--- src/rtl/cc_rr_encoder_pkg.sv ---
// Shared definitions for the round-robin encoder: FSM state encoding and the
// index-width helper used to derive IDX_WIDTH from a requester count.
package cc_rr_encoder_pkg;

  typedef enum logic {
    IDLE  = 1'b0,
    GRANT = 1'b1
  } state_e;

  // Index width needed to address n requesters; never less than one bit.
  function automatic int idx_width_for(input int n);
    return (n > 1) ? $clog2(n) : 1;
  endfunction

  localparam int DEF_REQ_WIDTH = 8;
  localparam int DEF_IDX_WIDTH = idx_width_for(DEF_REQ_WIDTH);

endpackage

--- src/rtl/cc_rr_encoder_if.sv ---
// Request/grant bundle between the requesters (master) and the encoder (slave).
interface cc_rr_encoder_if
  import cc_rr_encoder_pkg::*;
#(
  parameter int REQ_WIDTH = DEF_REQ_WIDTH,
  parameter int IDX_WIDTH = DEF_IDX_WIDTH
);

  logic [REQ_WIDTH-1:0] req;
  logic                 done;
  logic                 grant_valid;
  logic [IDX_WIDTH-1:0] grant_idx;
  logic [REQ_WIDTH-1:0] grant_onehot;

  modport master (
    output req, done,
    input  grant_valid, grant_idx, grant_onehot
  );

  modport slave (
    input  req, done,
    output grant_valid, grant_idx, grant_onehot
  );

endinterface

--- src/rtl/cc_rr_pick.sv ---
// Circular priority search: rotate req so ptr lands at bit 0, find the lowest
// set bit, then add ptr back (mod REQ_WIDTH) to recover the absolute index.
module cc_rr_pick #(
  parameter int REQ_WIDTH = 8,
  parameter int IDX_WIDTH = 3
) (
  input  logic [REQ_WIDTH-1:0] req,
  input  logic [IDX_WIDTH-1:0] ptr,
  output logic                 found,
  output logic [IDX_WIDTH-1:0] winner_idx
);

  localparam logic [IDX_WIDTH:0] REQ_W_EXT = (IDX_WIDTH+1)'(REQ_WIDTH);

  logic [2*REQ_WIDTH-1:0] req_dbl;
  logic [REQ_WIDTH-1:0]   req_rot;
  logic [IDX_WIDTH-1:0]   offset;
  logic [IDX_WIDTH:0]     sum;

  assign req_dbl = {req, req};
  assign req_rot = REQ_WIDTH'(req_dbl >> ptr);

  // NOTE: every always_comb output gets a default first so no path leaves it
  // unassigned, which would otherwise infer a latch.
  always_comb begin
    found  = 1'b0;
    offset = '0;
    // Descending scan: the last hit written is the lowest set bit.
    for (int k = REQ_WIDTH - 1; k >= 0; k--) begin
      if (req_rot[k]) begin
        found  = 1'b1;
        offset = IDX_WIDTH'(k);
      end
    end
    sum = {1'b0, ptr} + {1'b0, offset};
    if (sum >= REQ_W_EXT) begin
      sum = sum - REQ_W_EXT;
    end
    winner_idx = sum[IDX_WIDTH-1:0];
  end

endmodule

--- src/rtl/cc_rr_encoder.sv ---
// Registered round-robin arbiter/encoder: grants one requester until it
// signals done, then rotates priority past it so every requester gets a turn.
module cc_rr_encoder
  import cc_rr_encoder_pkg::*;
#(
  parameter int REQ_WIDTH = DEF_REQ_WIDTH,
  parameter int IDX_WIDTH = DEF_IDX_WIDTH
) (
  input logic             clk,
  input logic             reset,
  cc_rr_encoder_if.slave  bus
);

  if (REQ_WIDTH > (1 << IDX_WIDTH)) begin : g_bad_width
    $error("IDX_WIDTH too narrow for REQ_WIDTH");
  end

  localparam logic [IDX_WIDTH-1:0] LAST_IDX = IDX_WIDTH'(REQ_WIDTH - 1);

  state_e               state_q, state_d;
  logic [IDX_WIDTH-1:0] ptr_q, ptr_d;
  logic                 valid_q, valid_d;
  logic [IDX_WIDTH-1:0] idx_q, idx_d;
  logic [REQ_WIDTH-1:0] onehot_q, onehot_d;
  logic                 found;
  logic [IDX_WIDTH-1:0] winner;

  cc_rr_pick #(
    .REQ_WIDTH (REQ_WIDTH),
    .IDX_WIDTH (IDX_WIDTH)
  ) u_pick (
    .req        (bus.req),
    .ptr        (ptr_q),
    .found      (found),
    .winner_idx (winner)
  );

  always_comb begin
    state_d  = state_q;
    ptr_d    = ptr_q;
    valid_d  = valid_q;
    idx_d    = idx_q;
    onehot_d = onehot_q;
    // Arbitrate when free, or when the owner releases; done while idle is moot.
    if (state_q == IDLE || bus.done) begin
      if (found) begin
        state_d  = GRANT;
        valid_d  = 1'b1;
        idx_d    = winner;
        onehot_d = REQ_WIDTH'(1) << winner;
        ptr_d    = (winner == LAST_IDX) ? '0 : winner + 1'b1;
      end else begin
        // grant_idx deliberately keeps the last owner.
        state_d  = IDLE;
        valid_d  = 1'b0;
        onehot_d = '0;
      end
    end
  end

  // NOTE: sequential state uses non-blocking assignments so every register
  // samples pre-edge values, independent of statement order.
  always_ff @(posedge clk) begin
    if (reset) begin
      state_q  <= IDLE;
      ptr_q    <= '0;
      valid_q  <= 1'b0;
      idx_q    <= '0;
      onehot_q <= '0;
    end else begin
      state_q  <= state_d;
      ptr_q    <= ptr_d;
      valid_q  <= valid_d;
      idx_q    <= idx_d;
      onehot_q <= onehot_d;
    end
  end

  assign bus.grant_valid  = valid_q;
  assign bus.grant_idx    = idx_q;
  assign bus.grant_onehot = onehot_q;

endmodule

--- src/flat_wrapper.sv ---
// flat-port wrapper written by rule: the top's interface ports become plain ports
module cc_rr_encoder_flat import cc_rr_encoder_pkg::*;
#(
  parameter int REQ_WIDTH = DEF_REQ_WIDTH,
  parameter int IDX_WIDTH = DEF_IDX_WIDTH
)
  (clk, reset, bus_req, bus_done, bus_grant_valid, bus_grant_idx, bus_grant_onehot);
  cc_rr_encoder_if #(.REQ_WIDTH(REQ_WIDTH), .IDX_WIDTH(IDX_WIDTH)) bus_i ();
  input logic clk;
  input logic reset;
  input wire logic [$bits(bus_i.req)-1:0] bus_req;
  input wire logic [$bits(bus_i.done)-1:0] bus_done;
  output wire logic [$bits(bus_i.grant_valid)-1:0] bus_grant_valid;
  output wire logic [$bits(bus_i.grant_idx)-1:0] bus_grant_idx;
  output wire logic [$bits(bus_i.grant_onehot)-1:0] bus_grant_onehot;
  assign bus_i.req = bus_req;
  assign bus_i.done = bus_done;
  assign bus_grant_valid = bus_i.grant_valid;
  assign bus_grant_idx = bus_i.grant_idx;
  assign bus_grant_onehot = bus_i.grant_onehot;
  cc_rr_encoder #(.REQ_WIDTH(REQ_WIDTH), .IDX_WIDTH(IDX_WIDTH)) u_core (.clk(clk), .reset(reset), .bus(bus_i));
endmodule
--- config.mk ---
export PLATFORM = sky130hd
export DESIGN_NAME = cc_rr_encoder_flat
export DESIGN_NICKNAME = d
export VERILOG_FILES = /design/src/rtl/cc_rr_encoder_pkg.sv /design/src/rtl/cc_rr_encoder_if.sv /design/src/rtl/cc_rr_pick.sv /design/src/rtl/cc_rr_encoder.sv /design/src/flat_wrapper.sv
export SDC_FILE = /design/constraint.sdc
export NUM_CORES = 1
export LEC_CHECK = 0
export CORE_MARGIN = 2
export CORE_UTILIZATION = 45
export DETAILED_ROUTE_END_ITERATION = 7
export DONT_BUFFER_PORTS = 1
export PLACE_DENSITY = 0.72
export SETUP_SLACK_MARGIN = 0.05
export SLEW_MARGIN = 20
export SYNTH_ARGS = -nofsm -noshare
export SYNTH_HDL_FRONTEND = slang
export SYNTH_SLANG_ARGS = --single-unit
--- constraint.sdc ---
create_clock -name clk -period 6.4 [get_ports clk]
set_input_delay 1.92 -clock clk [delete_from_list [all_inputs] [get_ports clk]]
set_output_delay 1.92 -clock clk [all_outputs]
set_load 0.05 [all_outputs]
==> results by group <==
Placed design
  – Final HPWL from detailed placement: 1987 µm
  – Place WS: 1.347 ns
  – Port Buffer Count: 0
  – Placed standard-cell area: 1251 µm²
  – Weighted congestion at the end of routability-driven global placement: 0.7659
  – Cell Count Post-Placement: 171

Worst setup path
  – Crit path arrival time: 4.99 ns
  – Type of element capturing the critical path: flip-flop
  – FF-to-FF Start: u_core.ptr_q[1]
  – R2r worst-path depth: 16
  – Slack of the worst reg-to-reg path: 2.09 ns
  – Critical path peak fanout: 7
  – Startpoint kind of the worst setup timing path: input pin
  – Required time at the worst-slack endpoint: 6.61 ns
  – Type of the worst setup path: input pin to flip-flop
  – FF-to-FF End: u_core.ptr_q[0]

CTS
  – Clock Latency Late Sink: 0.28 ns
  – H-tree levels: 1
  – Cts-stage hold buffer count: 0
  – CTS Sinks: 15
  – Largest buffer count on any clock path: 2
  – TritonCTS clock tree: done
  – Inserted Clock Buffers: 3
  – Clock-pin slew on the worst setup and hold paths: 0.09 ns
  – Resized Gates After CTS: 0
  – Library cell used as clock root buffer: sky130_fd_sc_hd__clkbuf_4
  – # Post-CTS Setup Buffers: 0

Timing
  – Setup repair after global routing missed its margin: no
  – Min Tclk post-route: 4.780 ns
  – Number of failing hold endpoints at the final stage: 0
  – Worst hold-check slack: 0.6846 ns
  – Final setup violating endpoints: 0
  – Worst Tran Pin Value: 0.9912 ns
  – Clock Skew: 0.007771 ns
  – Final critical-path setup slack: 1.620 ns
  – Summed negative setup slack over all endpoints: 0 ns
  – Slew margin rel.: 33.83%
  – Final worst path period share: 74.69%
  – Max Clock Freq: 0.2092 GHz
  – Final slew viol count: 0

Drt
  – Via count: 1,109
  – Number of nets with antenna violations after routing: 0
  – Drt pass-1 iters: 7
  – Iter 0 DRT Violations: 27
  – Number of vias per cell after detailed routing: 6.337
  – Residual DRC count: 0
  – WL per Instance: 15.48 µm
  – Detailed Route WL: 2709 µm

Finish
  – Total area of multi-input combinational cells: 889.6 µm²
  – Diodes inserted: 0
  – Proportion of layout cells with a drive suffix above 1: 13.19%
  – Non-filler cells, final: 175
  – Sequential Area: 300.3 µm²
  – Core utilization of the finished layout: 47.18%
  – Final Instance Area: 1279 µm²
  – Synthesis-to-layout area growth: 0.4920%
  – Final-stage net count: 160
  – Fill cells: 274

Synth
  – Dominant cell type by area after synthesis: sky130_fd_sc_hd__dfxtp_1
  – Distinct cells, synth: 35
  – Number of flip-flops and latches in the synthesized netlist: 15
  – Cell types occupying the most area after synthesis: sky130_fd_sc_hd__dfxtp_1 24%, sky130_fd_sc_hd__mux2i_1 7.9%, sky130_fd_sc_hd__nor3_1 7.5%
  – Post-synthesis cell count: 148
  – Count of synthesis-stage warnings from yosys: 0
  – Synthesized netlist net count: 163
  – Post-synthesis sequential area ratio: 23.60%
  – Mapped cell area: 1272 µm²
  – Mean Syn Cell Area: 8.598 µm²
  – Area share of the leading cell type in the synthesized netlist: 23.60%

Floorplan
  – Die area: 3269 µm²
  – Initial core utilization: 46.95%
  – Floorplan die width: 57.18 µm
  – Die Height: 57.18 µm
  – Row count: 19
  – Core ar.: 2710 µm²
  – Count of pins on the block boundary: 23

Power and ir drop
  – Pwr Total: 0.7418 mW
  – Leakage component of the power: 0.4535 nW
  – Peak VDD IR: 0.0003789 V
  – Ratio of total power to cell area: 580.1 nW/µm²

Outcome
  – Outcome: completed

GRT
  – Gr usage total: 16.85%
  – Initial antenna violation count: 0
  – Via count of the first global-routing pass: 1,048
  – Pin count of the biggest net entering global routing: 29
  – Total overflow reported by the global router: 0
  – Global-route wire length before repair: 4526 µm

Worst hold path
  – Hold Crit Endpoint: u_core.ptr_q[2]
  – Hold Crit Depth: 2
  – Hold Path Class: flip-flop to flip-flop
  – Hold Startpoint: u_core.ptr_q[2]

Job
  – Max-cap viol count: 0
-- how the worst max path moves through the flow --
stage          cells past startpoint  startpoint               to  slack (ns)
2_1_floorplan                     16  bus_req[6]  u_core.ptr_q[0]        1.72
3_3_place_gp                      16  bus_req[6]  u_core.ptr_q[0]        1.52
3_5_place_dp                      16  bus_req[6]  u_core.ptr_q[0]        1.35
4_1_cts                           16  bus_req[6]  u_core.ptr_q[0]        1.60
5_1_grt                           16  bus_req[6]  u_core.ptr_q[2]        1.31
6_report                          16  bus_req[6]  u_core.ptr_q[0]        1.62
-- synth_stat cells (all sizes together) --
cell type	count
mux4	4
nand3	2
nand2b	5
and2	2
a211oi	4
inv	6
nor2	17
xnor2	1
buf	6
o21ai	3
mux2	3
o32ai	1
nor4	6
nor4b	1
a211o	1
a21oi	6
nor3	23
mux2i	10
nor2b	1
fa	1
o211ai	1
clkbuf	2
nor3b	8
ha	3
a22oi	6
dfxtp	15
or4	2
nand2	8
-- logic make-up after synthesis --
family | synth area share, %
compound gates | 12.19
mux | 18.49
simple gates | 34.02
xor+xnor | 0.6884
buf+inv | 6.489
fa+ha+maj | 4.523
flops | 23.60
-- area by class of cell --
cell class	count	area share, %
inverter	6	1.761
sequential	15	23.48
clock buffer	3	1.761
tap	31	3.033
clock inverter	1	0.3914
multi-input combinational	119	69.57
-- per-layer routing --
layer | vias to the layer above | share of wire [%] | global-route usage [%] | wire length [µm]
li1 | 545 | - | - | -
met1 | 535 | 45 | 22.55 | 1224
met2 | 27 | 50 | 28.41 | 1344
met3 | 2 | 4.7 | 3.175 | 127
met4 | 0 | 0.44 | 3.654 | 12
met5 | - | 0 | 0 | 0
-- where the power goes --
part           switching (mW)  leakage (nW)  total, mW  internal, mW
clock                  0.0315        0.0177     0.0547        0.0232
sequential              0.154         0.123      0.284         0.130
combinational           0.215         0.312      0.403         0.188
total                   0.401         0.453      0.742         0.341
-- worst max-delay path, stage by stage --
cell and delay [ns]:
sky130_fd_sc_hd__mux2_2 0.24, sky130_fd_sc_hd__o21ai_0 0.28, sky130_fd_sc_hd__o21ai_0 0.18, sky130_fd_sc_hd__nand2b_1 0.11, sky130_fd_sc_hd__a21oi_1 0.07, sky130_fd_sc_hd__o32ai_1 0.30, sky130_fd_sc_hd__ha_1 0.20, sky130_fd_sc_hd__inv_1 0.05
sky130_fd_sc_hd__fa_1 0.55, sky130_fd_sc_hd__inv_1 0.08, sky130_fd_sc_hd__ha_1 0.20, sky130_fd_sc_hd__and2_1 0.19, sky130_fd_sc_hd__nand2_1 0.08, sky130_fd_sc_hd__nor2_1 0.04, sky130_fd_sc_hd__a211o_1 0.30, sky130_fd_sc_hd__a211oi_2 0.19
-- registers in the layout, summed over array words and instances (netlist names) --
| register | count |
|---|---|
| u_core.bus.grant_valid | 1 |
| u_core.bus.grant_onehot | 8 |
| u_core.bus.grant_idx | 3 |
| u_core.ptr_q | 3 |
-- layout by cell type (no fill, tap or decap) --
| cell | n |
|---|---|
| sky130_fd_sc_hd__nor3_1 | 19 |
| sky130_fd_sc_hd__nor2_1 | 16 |
| sky130_fd_sc_hd__dfxtp_1 | 15 |
| sky130_fd_sc_hd__mux2i_1 | 10 |
| sky130_fd_sc_hd__nand2_1 | 8 |
| sky130_fd_sc_hd__nor3b_1 | 8 |
| sky130_fd_sc_hd__inv_1 | 6 |
| sky130_fd_sc_hd__a21oi_1 | 6 |
| sky130_fd_sc_hd__a22oi_1 | 6 |
| sky130_fd_sc_hd__nand2b_1 | 5 |
| sky130_fd_sc_hd__nor4_1 | 5 |
| sky130_fd_sc_hd__nor3_2 | 4 |
| sky130_fd_sc_hd__mux2_2 | 3 |
| sky130_fd_sc_hd__mux4_1 | 3 |
| sky130_fd_sc_hd__o21ai_0 | 3 |
| sky130_fd_sc_hd__a211oi_1 | 3 |
| sky130_fd_sc_hd__ha_1 | 3 |
| sky130_fd_sc_hd__clkbuf_4 | 3 |
| sky130_fd_sc_hd__or4_4 | 2 |
| sky130_fd_sc_hd__and2_1 | 2 |
| sky130_fd_sc_hd__nand3_1 | 2 |
| sky130_fd_sc_hd__mux4_2 | 1 |
| sky130_fd_sc_hd__o32ai_1 | 1 |
| sky130_fd_sc_hd__nor4_2 | 1 |
| sky130_fd_sc_hd__nor2b_1 | 1 |
| sky130_fd_sc_hd__o211ai_2 | 1 |
| sky130_fd_sc_hd__xnor2_1 | 1 |
| sky130_fd_sc_hd__nor4b_2 | 1 |
| sky130_fd_sc_hd__nor2_2 | 1 |
| sky130_fd_sc_hd__a211o_1 | 1 |
| sky130_fd_sc_hd__a211oi_2 | 1 |
| sky130_fd_sc_hd__fa_1 | 1 |
| sky130_fd_sc_hd__clkinv_2 | 1 |
Power figures use the tool's default switching activity.
